==> src/rtl/seg7_scan_if.sv <==
// Sample-in / segment-out bundle for seg7_scan_display.
// The master drives the sample and strobe; the slave (display) drives busy and the scan outputs.
interface seg7_scan_if #(
    parameter int unsigned DATA_W = 8,
    parameter int unsigned DIGITS = 4
) ();
    logic [DATA_W-1:0] data_in;
    logic              data_valid;
    logic              mode_dec;
    logic              busy;
    logic [6:0]        seg_out;
    logic [DIGITS-1:0] dig_sel;

    modport master (
        output data_in, data_valid, mode_dec,
        input  busy, seg_out, dig_sel
    );

    modport slave (
        input  data_in, data_valid, mode_dec,
        output busy, seg_out, dig_sel
    );
endinterface

==> src/rtl/seg7_scan_display.sv <==
// Hex / unsigned-decimal (double dabble) sample display on DIGITS multiplexed 7-segment digits.
// Optional leading-zero blanking is enabled by defining SEG7_LEADING_ZERO_BLANK_EN.
module seg7_scan_display #(
    parameter int unsigned DATA_W   = 8,
    parameter int unsigned DIGITS   = 4,
    parameter int unsigned SCAN_DIV = 50000
) (
    input logic       clk,
    input logic       rst_n,
    seg7_scan_if.slave bus
);
    localparam int unsigned BcdN = (DATA_W + 2) / 3;
    localparam int unsigned BcdW = 4 * BcdN;
    localparam int unsigned PadN = (BcdN > DIGITS) ? BcdN : DIGITS;
    localparam int unsigned ItW  = $clog2(DATA_W);
    localparam int unsigned CntW = $clog2(SCAN_DIV);
    localparam int unsigned IdxW = (DIGITS > 1) ? $clog2(DIGITS) : 1;

    localparam logic [6:0] SegDash  = 7'b0111111;
    localparam logic [6:0] SegBlank = 7'b1111111;

    typedef enum logic [1:0] {StIdle, StConvert, StLoad} state_e;

    state_e                   state_q, state_d;
    logic [DATA_W-1:0]        bin_q, bin_d;
    logic [BcdW-1:0]          bcd_q, bcd_d, bcd_adj;
    logic [ItW-1:0]           it_q, it_d;
    logic                     mode_q, mode_d;
    logic                     load;

    logic [4*PadN-1:0]        src;
    logic [DIGITS-1:0][3:0]   dig_q, dig_d;
    logic                     ovf_q, ovf_d;

    logic [CntW-1:0]          cnt_q;
    logic [IdxW-1:0]          idx_q;
    logic [6:0]               seg_q, seg_cur;
    logic [DIGITS-1:0]        sel_q;

    function automatic logic [6:0] enc(input logic [3:0] v);
        logic [6:0] s;
        unique case (v)
            4'h0: s = 7'b1000000;
            4'h1: s = 7'b1111001;
            4'h2: s = 7'b0100100;
            4'h3: s = 7'b0110000;
            4'h4: s = 7'b0011001;
            4'h5: s = 7'b0010010;
            4'h6: s = 7'b0000010;
            4'h7: s = 7'b1111000;
            4'h8: s = 7'b0000000;
            4'h9: s = 7'b0010000;
            4'hA: s = 7'b0001000;
            4'hB: s = 7'b0000011;
            4'hC: s = 7'b1000110;
            4'hD: s = 7'b0100001;
            4'hE: s = 7'b0000110;
            default: s = 7'b0001110;
        endcase
        return s;
    endfunction

    // Add-3 correction applied to every BCD nibble before the shift
    always_comb begin
        bcd_adj = bcd_q;
        for (int i = 0; i < int'(BcdN); i++) begin
            if (bcd_q[4*i +: 4] >= 4'd5) bcd_adj[4*i +: 4] = bcd_q[4*i +: 4] + 4'd3;
        end
    end

    always_comb begin
        state_d = state_q;
        bin_d   = bin_q;
        bcd_d   = bcd_q;
        it_d    = it_q;
        mode_d  = mode_q;
        load    = 1'b0;
        unique case (state_q)
            StIdle: begin
                if (bus.data_valid) begin
                    bin_d   = bus.data_in;
                    mode_d  = bus.mode_dec;
                    bcd_d   = '0;
                    it_d    = '0;
                    state_d = bus.mode_dec ? StConvert : StLoad;
                end
            end
            StConvert: begin
                bcd_d = {bcd_adj[BcdW-2:0], bin_q[DATA_W-1]};
                bin_d = {bin_q[DATA_W-2:0], 1'b0};
                it_d  = it_q + 1'b1;
                if (it_q == ItW'(DATA_W - 1)) state_d = StLoad;
            end
            StLoad: begin
                load    = 1'b1;
                state_d = StIdle;
            end
            default: state_d = StIdle;
        endcase
    end

    // Source nibbles zero-padded to cover every physical digit
    always_comb begin
        src            = '0;
        src[BcdW-1:0]  = mode_q ? bcd_q : {{(BcdW - DATA_W){1'b0}}, bin_q};
        ovf_d          = 1'b0;
        for (int i = int'(DIGITS); i < int'(PadN); i++) begin
            if (src[4*i +: 4] != 4'h0) ovf_d = 1'b1;
        end
        for (int i = 0; i < int'(DIGITS); i++) dig_d[i] = src[4*i +: 4];
    end

`ifdef SEG7_LEADING_ZERO_BLANK_EN
    logic [DIGITS-1:0] blank_q, blank_d;
    logic              lead;

    // Digit 0 is never blanked so a zero value still shows one "0"
    always_comb begin
        blank_d = '0;
        lead    = 1'b1;
        for (int i = int'(DIGITS) - 1; i > 0; i--) begin
            if (dig_d[i] != 4'h0) lead = 1'b0;
            blank_d[i] = lead;
        end
    end

    always_ff @(posedge clk or negedge rst_n) begin
        if (!rst_n)    blank_q <= '0;
        else if (load) blank_q <= blank_d;
    end
`endif

    always_ff @(posedge clk or negedge rst_n) begin
        if (!rst_n) begin
            state_q <= StIdle;
            bin_q   <= '0;
            bcd_q   <= '0;
            it_q    <= '0;
            mode_q  <= 1'b0;
            dig_q   <= '0;
            ovf_q   <= 1'b0;
        end else begin
            state_q <= state_d;
            bin_q   <= bin_d;
            bcd_q   <= bcd_d;
            it_q    <= it_d;
            mode_q  <= mode_d;
            if (load) begin
                dig_q <= dig_d;
                ovf_q <= ovf_d;
            end
        end
    end

    always_comb begin
        seg_cur = enc(dig_q[idx_q]);
`ifdef SEG7_LEADING_ZERO_BLANK_EN
        if (blank_q[idx_q]) seg_cur = SegBlank;
`endif
        if (ovf_q) seg_cur = SegDash;
    end

    // Segments and enable are registered on the same wrap edge so they never disagree
    always_ff @(posedge clk or negedge rst_n) begin
        if (!rst_n) begin
            cnt_q <= '0;
            idx_q <= '0;
            seg_q <= SegBlank;
            sel_q <= '0;
        end else if (cnt_q == CntW'(SCAN_DIV - 1)) begin
            cnt_q <= '0;
            idx_q <= (idx_q == IdxW'(DIGITS - 1)) ? '0 : idx_q + 1'b1;
            seg_q <= seg_cur;
            sel_q <= DIGITS'(1) << idx_q;
        end else begin
            cnt_q <= cnt_q + 1'b1;
        end
    end

    assign bus.busy    = (state_q != StIdle);
    assign bus.seg_out = seg_q;
    assign bus.dig_sel = sel_q;
endmodule

==> src/flat_wrapper.sv <==
// flat-port wrapper written by rule: the top's interface ports become plain ports
module seg7_scan_display_flat 
#(
    parameter int unsigned DATA_W   = 8,
    parameter int unsigned DIGITS   = 4,
    parameter int unsigned SCAN_DIV = 50000
)
  (clk, rst_n, bus_data_in, bus_data_valid, bus_mode_dec, bus_busy, bus_seg_out, bus_dig_sel);
  seg7_scan_if #(.DATA_W(DATA_W), .DIGITS(DIGITS)) bus_i ();
  input logic clk;
  input logic rst_n;
  input wire logic [$bits(bus_i.data_in)-1:0] bus_data_in;
  input wire logic [$bits(bus_i.data_valid)-1:0] bus_data_valid;
  input wire logic [$bits(bus_i.mode_dec)-1:0] bus_mode_dec;
  output wire logic [$bits(bus_i.busy)-1:0] bus_busy;
  output wire logic [$bits(bus_i.seg_out)-1:0] bus_seg_out;
  output wire logic [$bits(bus_i.dig_sel)-1:0] bus_dig_sel;
  assign bus_i.data_in = bus_data_in;
  assign bus_i.data_valid = bus_data_valid;
  assign bus_i.mode_dec = bus_mode_dec;
  assign bus_busy = bus_i.busy;
  assign bus_seg_out = bus_i.seg_out;
  assign bus_dig_sel = bus_i.dig_sel;
  seg7_scan_display #(.DATA_W(DATA_W), .DIGITS(DIGITS), .SCAN_DIV(SCAN_DIV)) u_core (.clk(clk), .rst_n(rst_n), .bus(bus_i));
endmodule
==> config.mk <==
export PLATFORM = sky130hd
export DESIGN_NAME = seg7_scan_display_flat
export DESIGN_NICKNAME = d
export VERILOG_FILES = /design/src/rtl/seg7_scan_if.sv /design/src/rtl/seg7_scan_display.sv /design/src/flat_wrapper.sv
export SDC_FILE = /design/constraint.sdc
export NUM_CORES = 1
export LEC_CHECK = 0
export CORE_UTILIZATION = 40
export DETAILED_ROUTE_END_ITERATION = 6
export HOLD_SLACK_MARGIN = 0.06
export PLACE_DENSITY = 0.65
export SLEW_MARGIN = 10
export SYNTH_ARGS = -nofsm -noshare
export SYNTH_HDL_FRONTEND = slang
export SYNTH_SLANG_ARGS = --single-unit
==> constraint.sdc <==
create_clock -name clk -period 5.2 [get_ports clk]
set_input_delay 0.78 -clock clk [delete_from_list [all_inputs] [get_ports clk]]
set_output_delay 0.78 -clock clk [all_outputs]
set_load 0.01 [all_outputs]
==> metrics, run 1 <==
hold path cells 2; initial antenna violation count 0; peak supply drop 0.205 mV; Routed WL 7.26 mm; CP Class reg2out; most frequent cells in the layout 62 x nand2_1, 60 x dfrtp_1, 28 x o21ai_0; flop2flop setup slack ~2.8 ns; CP max stage cell dfrtp_1; vias in the first global route 2597; cell area after layout 4170 um2; DR top layer met4; ant diodes 0; CP bufs+invs 2; skew final 0.0125 ns; I/O pin count 24; Hold EP u_core.bus.dig_sel[3]; CTS tree yes; Via Count 2676; Worst EP required 4.42 ns; first-pass GRT wire length 12.4 mm; grt ovf 0; Syn-to-layout area delta 14.6%; fin. max-slew vios 0; relative max-transition margin 43.2%; ys async rst share 100%; CP max FO 22; Synth cell types 51; commonest non-fill, non-tap cell in the layout nand2_1; worst slew pin tran 0.852 ns; Synth Flop Type dfrtp_1; Cell Area, Placed 3920 um2; num rows 34; Gate Count Post-Synth approximately 370; routed wl met3 261 um; Fin. Hold Viols 0; total CTS buffers 9; PortBufs 23; Leakage Power 1.87 nW; critical path cell sequence nor2_1 -> inv_1 -> clkdlybuf4s50_1; hold_sp u_core.bus.dig_sel[3]; largest net degree at the start of global routing between 60 and 70; Yosys Warn Count 0; WL per Instance 14.6 um; fraction of layout cells with a size suffix above 1 about 11%; First DRT Iteration DRCs 97; clock sink count 67; DR WL met2 3.53 mm; routability cong. 0.833; Worst EP arrival between 1.5 and 2 ns; f_max 391 MHz; max-cap violations 0; cts repair resizes 0; CP max stage delay 0.69 ns; Placeable Area 8760 um2; Final nets roughly 420; setup TNS 0 ns; final core utilization around 48%; R2R depth 8; clock tree buffer depth 2; FF-to-FF Start u_core.idx_q[1]; Worst path top cell family by delay flip-flops; Post-synth EDFFs 0; CTS Hold Bufs 0; vias per cell 5.38; Total Routing Usage GR 16.2%; clock-pin slew on the worst setup and hold paths 0.07 ns; drt pass-1 iters 4; Die Width 97.3 um; initial core utilization 41.5%; synthesized area per cell roughly 9.9 um2; Synthesized Nets 398; Antenna Nets Post-Route 0; synthesized flop and latch total 67; worst reg2reg endpoint u_core.bus.seg_out[5]; Final period util 49.2%; Seq/Total Area, Yosys 46.4%; Setup Fix Bufs, Post-CTS 0; Final setup viols 0; Pwr Density 444 nW/um2; RSZ-0062 raised after global routing false; die area 9480 um2; post-DP HPWL 4.91 mm; Routed met1 length around 3.4 mm; clock root buffer clkbuf_8; Chip Height 97.3 um; # DRC 0; status finished, final reports clean; Mapped Area 3640 um2; worst min path class reg2reg; minimum clock period 2.56 ns; H-tree depth 3; Crit. End Element output port; Worst Setup Start Kind register; clk_lat worst skew 0.35 ns
## sequential cells by signal, summed over array words and instances, names as in the netlist
| name | flops |
|---|---|
| u_core.dig_q | 12 |
| u_core.it_q | 3 |
| u_core.mode_q | 1 |
| u_core.bcd_q | 12 |
| u_core.state_q | 2 |
| u_core.bus.dig_sel | 4 |
| u_core.bin_q | 8 |
| u_core.cnt_q | 16 |
| u_core.idx_q | 2 |
| u_core.bus.seg_out | 7 |
## cell type report
cell class              instances  area [um2]
inverters                      14        52.6
well taps                     108         135
clock buffers                  10         138
multi-input cells             267        1800
clock inverters                 6         113
repair buffers                 25         240
fillers                       844        4600
flip-flops and latches         67        1690
## per-stage QoR
step	worst slack, ns	std cells	power (mW)	hold slack [ns]
2_1_floorplan	3.13	367	1.17	0.437
3_3_place_gp	2.89	481	1.30	0.458
3_5_place_dp	2.82	481	1.32	0.468
4_1_cts	2.61	497	1.87	0.485
5_1_grt	2.51	497	1.98	0.506
6_report	2.64	497	1.85	0.478
## cell usage after synthesis, types with 3 or more instances
master | count | area share (%)
o21ai_1 | 7 | 0.96
ha_1 | 19 | 6.5
and3b_1 | 8 | 1.9
dfrtp_1 | 60 | 41
inv_1 | 14 | 1.4
a21oi_1 | 17 | 2.3
nor3_1 | 6 | 0.83
a22o_1 | 5 | 1.2
nor2b_1 | 5 | 0.86
nand2_1 | 62 | 6.4
xor2_1 | 4 | 0.96
dfstp_2 | 7 | 5.1
mux2i_1 | 16 | 4.4
a22oi_1 | 3 | 0.62
nor2_1 | 17 | 1.8
mux2_2 | 7 | 2.2
clkbuf_1 | 13 | 1.3
nand3_1 | 8 | 1.1
buf_2 | 3 | 0.41
and3_1 | 3 | 0.52
o21ai_0 | 28 | 3.9
a31oi_1 | 4 | 0.69
xnor2_1 | 8 | 1.9
nand2b_1 | 5 | 0.86
## how the worst max path moves through the flow
stage	start	end	slack, ns	depth (start not counted)
2_1_floorplan	u_core.idx_q[0]	u_core.bus.seg_out[3]	3.13	9
3_3_place_gp	u_core.idx_q[1]	u_core.bus.seg_out[3]	2.89	8
6_report	u_core.state_q[0]	bus_busy	2.64	3
3_5_place_dp	u_core.idx_q[1]	u_core.bus.seg_out[5]	2.82	8
4_1_cts	u_core.state_q[0]	bus_busy	2.61	3
5_1_grt	u_core.state_q[0]	bus_busy	2.51	3
## routing by layer
| metal | up-vias | track usage [%] |
|---|---|---|
| li1 | 1316 | - |
| met1 | 1303 | 20.1 |
| met2 | 50 | 27.8 |
| met3 | 7 | 4.89 |
| met4 | 0 | 3.96 |
| met5 | - | 0 |
## power breakdown
group	total, mW	internal, mW	switching (mW)
clock	0.540	0.332	0.207
combinational	0.546	0.250	0.296
sequential	0.765	0.631	0.135
## kinds of logic after synthesis
family,after synthesis,synth area share [%]
simple gates,127,17.8
fa+ha+maj,19,6.54
mux,24,6.99
compound gates,85,15.4
flops,67,46.4
buf+inv,33,4.03
xor+xnor,12,2.89
## worst register-to-register path, delay by kind of cell (launching register included)
kind | cells | cell delay (ns)
buf+inv | 1 | 0.17
flops | 1 | 0.57
mux | 1 | 0.24
compound gates | 4 | 0.99
simple gates | 1 | 0.15
fa+ha+maj | 1 | 0.25
(Power assumes the default switching activity.)
==> run 2, diff against run 1 <==
Clock period 5.2 ns to 2.42 ns, I/O delays scaled along.
==> run 2 against run 1 <==
Critical path depth rose by 5. Routed wire length fell by 0.50%. Non-clock buffer count rose by 6. Worst setup slack got worse by 2.4 ns. Largest power group unchanged.
==> metrics, run 2 (synthesis results as in run 1) <==
PortBufs 23 (unchanged); Leakage Power 1.87 nW (about the same); initial antenna violation count 0 (unchanged); clock tree buffer depth 2 (unchanged); cell area after layout 4170 um2 (+0.12%); Total Routing Usage GR 16.7% (+0.48 points); num rows 34 (unchanged); Setup Fix Bufs, Post-CTS 0 (unchanged); Hold WS 0.473 ns (-0.00500 ns); Final setup viols 0 (unchanged); I/O pin count 24 (unchanged); dpl ws 0.282 ns (-2.53 ns); Non-Filler Instances 503 (+1.2%); Worst EP arrival 2.43 ns (+0.65 ns); Die Width 97.3 um (unchanged); peak supply drop 0.456 mV (+120%); fin. max-slew vios 0 (unchanged); Final period util 89.5%; total power 3.77 mW (+100%); CP max FO 10 (-55%); placed insts 486 (+1.0%); WL per Instance 14.4 um (-1.7%); drt pass-1 iters 4 (unchanged); Routed WL 7.23 mm (-0.50%); CP Class reg2reg; initial core utilization 41.5% (unchanged); Worst Setup Start Kind register; CP max stage delay 0.56 ns (-0.13 ns); First DRT Iteration DRCs 125 (+29%); largest net degree at the start of global routing 68 (unchanged); die area 9480 um2 (unchanged); worst slew pin tran 0.756 ns (-0.0961 ns); vias per cell 5.28 (-1.9%); Top reg by flops u_core.cnt_q; cts repair resizes 0 (unchanged); f_max 461 MHz; Largest register FFs 16 (unchanged); max-cap violations 0 (unchanged); Crit. End Element register; Via Count 2656 (-0.75%); grt ovf 0 (unchanged); fraction of layout cells with a size suffix above 1 11.4% (+0.60 points); Final nets 421 (+1.4%); H-tree depth 3 (unchanged); CP max stage cell dfrtp_1; RSZ-0062 raised after global routing false; Worst EP required 2.68 ns (-1.74 ns); clk_lat worst skew 0.34 ns (about the same); Placeable Area 8760 um2 (unchanged); ant diodes 0 (unchanged); Fin. Hold Viols 0 (unchanged); routability cong. 0.840 (+0.85%); Cell Area, Placed 3970 um2 (+1.3%); minimum clock period 2.17 ns; relative max-transition margin 49.6% (+6.4 points); Syn-to-layout area delta 14.8%; clock-pin slew on the worst setup and hold paths 0.08 ns (about the same); status finished, final reports clean; CTS Hold Bufs 1 (+1); Antenna Nets Post-Route 0 (unchanged); commonest non-fill, non-tap cell in the layout nand2_1; first-pass GRT wire length 12.8 mm (+3.2%); vias in the first global route 2705 (+4.2%); clock root buffer clkbuf_8; # DRC 0 (unchanged); final core utilization 47.6% (+0.057 points); setup TNS 0 ns (unchanged); post-DP HPWL 4.96 mm (+1.1%); worst min path class reg2reg; CTS tree yes; Pwr Density 904 nW/um2 (+100%); biggest regs u_core.cnt_q (16), u_core.bcd_q (12), u_core.dig_q (12); most frequent cells in the layout 62 x nand2_1, 60 x dfrtp_1, 28 x o21ai_0; Chip Height 97.3 um (unchanged); Final WS setup 0.253 ns (-2.39 ns); skew final 0.00831 ns (-0.00420 ns); clock sink count 67 (unchanged); total CTS buffers 9 (unchanged); critical path cell sequence mux2i_1 -> o22a_1 -> inv_1 -> ha_1 -> nor2b_1 -> a22o_1 -> o21ai_0 -> a21oi_1
## run 2: area by class of cell
type	count	area, um2
inverters	14	52.6
clock buffers	12	145
repair buffers	31	300
fillers	849	4590
multi-input cells	267	1800
well taps	108	135
flip-flops and latches	67	1690
clock inverters	4	50.0
## run 2: worst paths after layout
kind / cells past startpoint / from / slack, ns / end
setup / recovery: 8 / u_core.idx_q[1] / 0.25 / u_core.bus.seg_out[5]
hold / removal: 2 / u_core.bus.dig_sel[1] / 0.47 / u_core.bus.dig_sel[1]
setup reg to reg: 8 / u_core.idx_q[1] / 0.25 / u_core.bus.seg_out[5]
hold reg to reg: 2 / u_core.bus.dig_sel[1] / 0.47 / u_core.bus.dig_sel[1]
max in group asynchronous: 3 / rst_n / 1.53 / u_core.bus.seg_out[2]
min in group asynchronous: 3 / rst_n / 0.56 / u_core.cnt_q[14]
## run 2: where the power goes
part / total, mW / leakage [nW] / switching [mW] / internal (mW)
Clock: 0.941 / 0.0926 / 0.438 / 0.503
Sequential: 1.62 / 0.864 / 0.267 / 1.36
Combinational: 1.21 / 0.918 / 0.652 / 0.556
## run 2: layer usage
layer	share of wire, %	vias up	track usage, %
li1	-	1322	-
met1	48	1278	21.3
met2	48	49	27.4
met3	3.4	7	4.96
met4	1.2	0	5.20
met5	0	-	0
## run 2: worst max-delay path: cells and delay by family (launching register included)
kind | cells | cell delay [ns]
multiplexers | 1 | 0.23
AND/OR/NAND/NOR | 1 | 0.13
buffers and inverters | 1 | 0.13
AO/OA/AOI/OAI | 4 | 0.79
adder cells (fa/ha/maj) | 1 | 0.25
flip-flops | 1 | 0.56
